$ cat src/rtl/mem_access_unit.sv
// mem_access_unit
//   Memory-side responder for the multicycle control FSM. One controller
//   request (load/store strobes) becomes one or two 32-bit beats on a
//   word-wide memory port. Load results are sign/zero extended to 64 bits.
//
// Ports
//   clk, reset           clock, asynchronous active-high reset
//   req                  start access (sampled only in IDLE)
//   memwrite[1:0]        00 load, 01 SW, 10 SB, 11 SD
//   ltype[1:0]           00 word, 10 byte signed, 01 byte unsigned, 11 = word
//   dtype                dword load (overrides ltype)
//   addr[AW-1:0]         byte address
//   wdata[DW-1:0]        store data
//   rdata[DW-1:0]        extended load result, held until the next load
//   busy                 high in BEAT0, BEAT1 and DONE
//   done                 one-cycle completion pulse
//   err                  misaligned access trapped (MISALIGN_TRAP_EN only)
//   mem_req/mem_we/mem_addr/mem_be/mem_wdata   beat request side
//   mem_rdata/mem_ack    beat completion side
//
// Handshake: mem_req is a level that stays high (with stable mem_we,
// mem_addr, mem_be, mem_wdata) until the memory returns a single-cycle
// mem_ack; the beat completes on the clock edge where mem_ack is high and
// mem_rdata is sampled on that same edge. mem_ack outside a beat is ignored.
//
// Build option: define MISALIGN_TRAP_EN to trap misaligned word/dword
// accesses (no memory beat, done with err=1). Without it, low address bits
// are dropped so word/dword accesses are forced aligned and err is tied 0.
module mem_access_unit #(
  parameter int AW = 32,
  parameter int DW = 64
) (
  input  logic          clk,
  input  logic          reset,
  input  logic          req,
  input  logic [1:0]    memwrite,
  input  logic [1:0]    ltype,
  input  logic          dtype,
  input  logic [AW-1:0] addr,
  input  logic [DW-1:0] wdata,
  output logic [DW-1:0] rdata,
  output logic          busy,
  output logic          done,
  output logic          err,
  output logic          mem_req,
  output logic          mem_we,
  output logic [AW-3:0] mem_addr,
  output logic [3:0]    mem_be,
  output logic [31:0]   mem_wdata,
  input  logic [31:0]   mem_rdata,
  input  logic          mem_ack
);

  typedef enum logic [1:0] {
    S_IDLE  = 2'd0,
    S_BEAT0 = 2'd1,
    S_BEAT1 = 2'd2,
    S_DONE  = 2'd3
  } state_t;

  state_t state_q, state_d;

  // Request fields latched in IDLE and used for the whole access
  logic [1:0]    mw_q;
  logic [1:0]    lt_q;
  logic          dt_q;
  logic [AW-1:0] addr_q;
  logic [DW-1:0] wdata_q;
  logic [31:0]   lo_q;      // beat-0 data of a dword load

  logic          is_load;
  logic          two_beat;
  logic          byte_store;
  logic [AW-3:0] base_waddr;

  assign is_load    = (mw_q == 2'b00);
  assign two_beat   = (mw_q == 2'b11) || (is_load && dt_q);
  assign byte_store = (mw_q == 2'b10);
  // Dword accesses start on an even word; dropping addr[2] forces alignment
  assign base_waddr = two_beat ? {addr_q[AW-1:3], 1'b0} : addr_q[AW-1:2];

  // Misalignment decode works on the live inputs so IDLE can skip the beats
  logic trap;
`ifdef MISALIGN_TRAP_EN
  logic in_two;
  logic in_word;
  logic err_q;
  assign in_two  = (memwrite == 2'b11) || ((memwrite == 2'b00) && dtype);
  assign in_word = (memwrite == 2'b01) ||
                   ((memwrite == 2'b00) && !dtype && (ltype[1] == ltype[0]));
  assign trap    = (in_word && (addr[1:0] != 2'b00)) ||
                   (in_two  && (addr[2:0] != 3'b000));
`else
  assign trap    = 1'b0;
`endif

  // Single-beat load extension; lane n is the byte at address offset n
  logic [7:0]    lane_byte;
  logic [DW-1:0] load_ext;

  always_comb begin
    lane_byte = mem_rdata[7:0];
    case (addr_q[1:0])
      2'd0: lane_byte = mem_rdata[7:0];
      2'd1: lane_byte = mem_rdata[15:8];
      2'd2: lane_byte = mem_rdata[23:16];
      2'd3: lane_byte = mem_rdata[31:24];
      default: lane_byte = mem_rdata[7:0];
    endcase
    case (lt_q)
      2'b10:   load_ext = {{(DW-8){lane_byte[7]}}, lane_byte};
      2'b01:   load_ext = {{(DW-8){1'b0}}, lane_byte};
      default: load_ext = {{(DW-32){mem_rdata[31]}}, mem_rdata};
    endcase
  end

  // Next state
  always_comb begin
    state_d = state_q;
    case (state_q)
      S_IDLE:  if (req) state_d = trap ? S_DONE : S_BEAT0;
      S_BEAT0: if (mem_ack) state_d = two_beat ? S_BEAT1 : S_DONE;
      S_BEAT1: if (mem_ack) state_d = S_DONE;
      S_DONE:  state_d = S_IDLE;
      default: state_d = S_IDLE;
    endcase
  end

  // Outputs are decoded from state only, so reset drops mem_req at once
  always_comb begin
    busy      = (state_q != S_IDLE);
    done      = (state_q == S_DONE);
    mem_req   = 1'b0;
    mem_we    = 1'b0;
    mem_addr  = '0;
    mem_be    = 4'b0000;
    mem_wdata = 32'h0;
    case (state_q)
      S_BEAT0: begin
        mem_req  = 1'b1;
        mem_we   = !is_load;
        mem_addr = base_waddr;
        if (byte_store) begin
          mem_be    = 4'b0001 << addr_q[1:0];
          mem_wdata = {4{wdata_q[7:0]}};
        end else begin
          mem_be    = 4'b1111;
          mem_wdata = wdata_q[31:0];
        end
      end
      S_BEAT1: begin
        mem_req   = 1'b1;
        mem_we    = !is_load;
        mem_addr  = base_waddr + {{(AW-3){1'b0}}, 1'b1};
        mem_be    = 4'b1111;
        mem_wdata = wdata_q[DW-1:32];
      end
      default: ;
    endcase
  end

  always_ff @(posedge clk or posedge reset) begin
    if (reset) begin
      state_q <= S_IDLE;
      mw_q    <= 2'b00;
      lt_q    <= 2'b00;
      dt_q    <= 1'b0;
      addr_q  <= '0;
      wdata_q <= '0;
      lo_q    <= 32'h0;
      rdata   <= '0;
    end else begin
      state_q <= state_d;
      if ((state_q == S_IDLE) && req) begin
        mw_q    <= memwrite;
        lt_q    <= ltype;
        dt_q    <= dtype;
        addr_q  <= addr;
        wdata_q <= wdata;
      end
      if ((state_q == S_BEAT0) && mem_ack && is_load) begin
        if (two_beat) lo_q  <= mem_rdata;
        else          rdata <= load_ext;
      end
      if ((state_q == S_BEAT1) && mem_ack && is_load) begin
        rdata <= {mem_rdata, lo_q};
      end
    end
  end

`ifdef MISALIGN_TRAP_EN
  always_ff @(posedge clk or posedge reset) begin
    if (reset)                          err_q <= 1'b0;
    else if ((state_q == S_IDLE) && req) err_q <= trap;
  end
  assign err = done && err_q;
`else
  assign err = 1'b0;
`endif

endmodule

$ cat config.mk
export PLATFORM = sky130hd
export DESIGN_NAME = mem_access_unit
export DESIGN_NICKNAME = d
export VERILOG_FILES = /design/src/rtl/mem_access_unit.sv
export SDC_FILE = /design/constraint.sdc
export NUM_CORES = 1
export LEC_CHECK = 0
export ABC_CLOCK_PERIOD_IN_PS = 6200
export BUFFER_PORTS_ARGS = -buffer_cell sky130_fd_sc_hd__clkbuf_2
export CAP_MARGIN = 15
export CORE_UTILIZATION = 31
export DETAILED_ROUTE_END_ITERATION = 6
export GPL_TIMING_DRIVEN = 0
export PLACE_DENSITY = 0.58
export SETUP_SLACK_MARGIN = 0.1
export SLEW_MARGIN = 10
export SYNTH_ARGS = -nofsm -noshare
export SYNTH_HDL_FRONTEND = slang
export SYNTH_SLANG_ARGS = --single-unit
$ cat constraint.sdc
create_clock -name clk -period 6.2 [get_ports clk]
set_input_delay 1.24 -clock clk [delete_from_list [all_inputs] [get_ports clk]]
set_output_delay 1.24 -clock clk [all_outputs]
set_load 0.01 [all_outputs]
Word level (Yosys, flattened, before mapping)
Cells that the tools add are included.
{ "word_totals": {"reg_bits": 199, "latch_bits": 0, "ramBits": 0, "mem_bits_ro": 0, "input_bits": 137, "wordCells": 59, "mem_count": 0} }
{ "op_classes": {"add_sub_neg": 1, "multipliers": 0, "div_mod_pow": 0, "n_lt_le_gt_ge": 0, "eq_ne": 14, "n_shift": 1, "muxes": 18, "bitwise": 0, "n_reduce_logical": 17} }
{ "ops": {"columns": ["cell", "count"], "rows": [
  ["64-bit 2-to-1 mux", 3],
  ["64-bit case mux with 2 select lines", 1],
  ["32-bit case mux with 2 select lines", 1],
  ["30-bit case mux with 2 select lines", 1],
  ["32-bit 2-to-1 mux", 1],
  ["8-bit case mux with 4 select lines", 1],
  ["30-bit by 1-bit adder with 30-bit output (second input constant)", 1],
  ["2-bit == test (second input constant)", 7],
  ["2-bit case mux with 4 select lines", 1],
  ["4-bit case mux with 2 select lines", 1],
  ["2-bit by 1-bit == test with 1-bit output (second input constant)", 3],
  ["1-bit logical AND", 6],
  ["2-bit logical NOT", 3],
  ["2-bit 2-to-1 mux", 3],
  ["2-bit inequality test (second input constant)", 3],
  ["1-bit 2-to-1 mux", 4],
  ["4-bit 2-to-1 mux", 1],
  ["2-bit AND reduction", 2],
  ["2-bit nonzero test", 2],
  ["1-bit by 2-bit << shifter with 4-bit output (first input constant)", 1],
  ["3-bit AND reduction", 1],
  ["2-bit by 1-bit inequality test with 1-bit output (second input constant)", 1],
  ["2-bit OR reduction", 1],
  ["1-bit logical NOT", 1],
  ["1-bit logical OR", 1]
]} }

Longest topological paths before layout
{ "depth": {"ltp_word": 6, "ltp_mapped": 9} }

Worst setup path before layout
OpenSTA, ideal clock, no wires.
{ "synth_timing": {"kind": "reg2out", "startpoint": "reg dt_q", "endpoint": "out mem_addr[28]", "arrival_ns": 2.108, "required_time_ns": 4.960, "slack_ns": 2.852, "path_stages_with_launch": 10, "path_buffers": 0, "path_cell_list": "dfrtp_1 > nor3b_2 > a21oi_1 > and2_1 > ha_1 > nand3_1 > nor2_1 > nand3_1 > or4_1 > o211ai_1"} }
{ "synth_via": {"elab_chain_cells": 5} }
{ "synth_rtl": {"columns": ["element", "line", "rtl"], "rows": [
  ["from (decl)", "66", "logic dt_q;"],
  ["from (signal assigned)", "177", "dt_q <= dtype;"],
  ["1-bit logical AND", "77", "assign two_beat = (mw_q == 2'b11) || (is_load && dt_q);"],
  ["1-bit logical OR", "77", null],
  ["1-bit 2-to-1 mux", "80", "assign base_waddr = two_beat ? {addr_q[AW-1:3], 1'b0} : addr_q[AW-1:2];"],
  ["30-bit by 1-bit adder with 30-bit output", "154", "mem_addr = base_waddr + {{(AW-3){1'b0}}, 1'b1};"],
  ["30-bit case mux with 2 select lines", "138", "case (state_q)"],
  ["to (decl)", "47", "output logic [AW-3:0] mem_addr,"]
]} }
No other way between the ends.

Worst setup path in the final report
Ends and elaborated chain as after synthesis.

==> flow_summary_export.csv <==
group,metric,value,unit
power,leakage,0.00594,uW
routing,antenna_left,0,
cells_and_area,final_area,0.0126,mm2
yosys,synth_async_sr_flop_share,100,%
global_route,grt_max_degree,35,
clock_network,clock_latency,450,ps
power,power_frac_clock,17.2,%
global_route,antenna_found_initial,0,
placed_design,numPortBuffers,270,
clock_network,clk_pin_slew,70,ps
floorplan,pin_count,272,
setup_path,start_kind,"register",
yosys,synthTopCellsByArea,"dfrtp_1 50%, mux2_2 16%, nand3_1 4.3%",
sta,tightest_slew,930,ps
worst_hold_path,hold_path_end,"rdata[9]$_DFFE_PP0P_",
power,p_sw,2800,uW
yosys,ys_seq_area_share,49.6,%
cells_and_area,diodes,0,
routing,drtPass1Iterations,6,
sta,hold_violations,0,
yosys,synth_edf_count,0,
clock_network,cts_sinks,199,
yosys,synthTopCellsByCount,"199 x dfrtp_1, 142 x mux2_2, 87 x nand3_1",
setup_path,critPathCaptureType,"output port",
routing,via_count,8734,
setup_path,cp_data_arrival_time,3280,ps
power,seqPwrFrac,35.2,%
placed_design,gp_congestion,0.837,
clock_network,cts_buffers,17,
placed_design,dpl.hpwl,25.4,mm
yosys,synth_nets,1097,
global_route,grt_pass1_wl,51.7,mm
floorplan,fp.dieH,182,um
routing,drt-total-wl,33.5,mm
worst_hold_path,hp-class,"reg -> reg",
clock_network,cts_tree,"yes",
clock_network,post_cts_buffers,0,
cells_and_area,area_growth,25.8,%
yosys,syn_avg_cell_area,10.6,um2
floorplan,row_count,65,
floorplan,core_area,0.0317,mm2
floorplan,dieArea,0.0331,mm2
clock_network,cts_hold_buf,0,
floorplan,die_width,182,um
worst_hold_path,min_path_cells,2,
setup_path,reg2reg_setup_slack,3720,ps
floorplan,start_util,31.6,%
yosys,synth_seq_cells,199,
sta,min_period_over_period,72.8,%
clock_network,h-tree-depth,4,
global_route,grt_usage,20.4,%
setup_path,regToRegEndpoint,"wdata_q[32]$_DFFE_PP0P_",
yosys,synth_top_area_share,49.6,%
yosys,yosysWarnings,0,
sta,setup_tns,0,ps
power,p_int,4010,uW
yosys,syn-cell-area,0.0100,mm2
sta,hold_slack,482,ps
sta,max_slew_margin,37.0,%
cells_and_area,nNetsFinal,1392,
sta,max_freq,0.221,GHz
yosys,yosysMostFrequentCell,"dfrtp_1",
worst_hold_path,worstHoldStart,"lo_q[9]$_DFFE_PP0P_",
setup_path,crit_type,"reg -> out",
power,power.total,6810,uW
yosys,yosysUniqueCellTypes,57,
routing,viasPerCell,5.26,
sta,clock_skew,10.4,ps
sta,setup_viol,0,
placed_design,place_area,0.0120,mm2
sta,rsz0062_at_grt,"false",
setup_path,cp_max_fo,10,
clock_network,cts_resized,0,
clock_network,ctsRootBufferMaster,"clkbuf_16",
power,power_frac_comb,47.6,%
clock_network,cts_buffer_depth,2,
job,max_cap_violations,0,
power,vdd_drop_max,0.269,mV
yosys,yosysTopAreaCell,"dfrtp_1",
setup_path,cp.required,4960,ps
setup_path,r2r_cells,6,
cells_and_area,drive_gt1_share,37.6,%
run_status,status,"completed",
sta,slew_viol_final,0,
global_route,grt_pass1_vias,8708,
routing,drt_iter0_markers,542,
setup_path,cp-startpoint,"dt_q$_DFFE_PP0P_",
yosys,syn-instance-count,951,
sta,post-route-min-period,4520,ps
routing,wire_per_inst,20.2,um
global_route,grt_overflow_total,0,
setup_path,r2r_start,"state_q[1]$_DFFE_PP0P_",
power,power.density,539,mW/mm2
power,switching_share,41.1,%
yosys,synth_ff_type,"dfrtp_1",
routing,drc,0,
power by group through the flow:
stage	Sequential (uW)	Combinational (uW)	Clock, uW
global route	2480	3560	1250
finish	2390	3240	1170
floorplan	2370	2020	0
detailed placement	2410	3260	0
CTS	2380	3280	1200
global placement	2390	3220	0
area by class of cell:
cell class,instances,area [um2]
buffer,73,290
clock buffer,23,498
clock inverter,9,113
fill,3174,19100
inverter,15,60.1
multi-input combinational,664,4710
sequential,199,4980
tap,402,503
timing repair buffer,276,1470
layer usage:
| metal | GRT usage (%) | routed length (um) |
|---|---|---|
| met4 | 5.48 | 551 |
| met5 | 0 | 0 |
| met1 | 26.7 | 14800 |
| met2 | 33.8 | 15900 |
| met3 | 4.91 | 2320 |
worst max-delay path by stage:
stage	to
final	mem_addr[28]
after global routing	mem_addr[28]
after CTS	mem_addr[28]
after detailed placement	mem_addr[28]
after global placement	wdata_q[62]$_DFFE_PP0P_
after floorplan	addr_q[0]$_DFFE_PP0P_
placed cells by master, fill, tap and decap left out, drive strengths merged, types with 2 or more instances in the layout:
cell,instances
a21boi,2
a21o,26
a21oi,34
a221oi,8
a22o,2
a22oi,47
a31oi,6
a41oi,3
and2,14
and3,4
and4,2
buf,22
bufinv,2
clkbuf,350
clkinv,5
clkinvlp,2
dfrtp,199
ha,9
inv,15
mux2,142
nand2,79
nand3,89
nand3b,2
nand4,8
nand4b,2
nor2,22
nor2b,39
nor3,3
nor4,3
o211ai,10
o21ai,73
o21bai,2
o311ai,5
o31ai,2
o41ai,3
or3,2
or4,8
cells by family (layout without fill, tap and decap cells):
logic type	count (synthesis)	in the layout	share of synthesized area, %
fa+ha+maj	9	9	1.12
flops	199	199	49.6
mux	143	143	16.2
compound gates	229	229	14.8
simple gates	282	282	14.8
buf+inv	88	396	3.45
other cells	1	1	0.0374
registers in the layout (all words and copies together), names as in the netlist:
| signal | flops |
|---|---|
| rdata | 64 |
| wdata_q | 64 |
| addr_q | 32 |
| lo_q | 32 |
| lt_q | 2 |
| mw_q | 2 |
| state_q | 2 |
| dt_q | 1 |
critical path, cell delays in order, from the launching register on:
cell and delay, ps:
dfrtp_1 430, nor3b_2 200, a21oi_1 200, and2_1 230
ha_1 220, nand3_1 190, nor2_1 220, nand3_1 320
or4_1 500, o211ai_1 140, clkbuf_2 190
metrics by stage:
step / setup WS (ps) / util [%] / std cells
detailed placement: 2200 / 37.9 / 1629
floorplan: 2390 / - / 951
global placement: 951 / 37.5 / 1623
global route: 1450 / 39.8 / 1661
finish: 1680 / 39.8 / 1661
CTS: 1690 / 39.8 / 1661
Power figures use the tool's default switching activity.
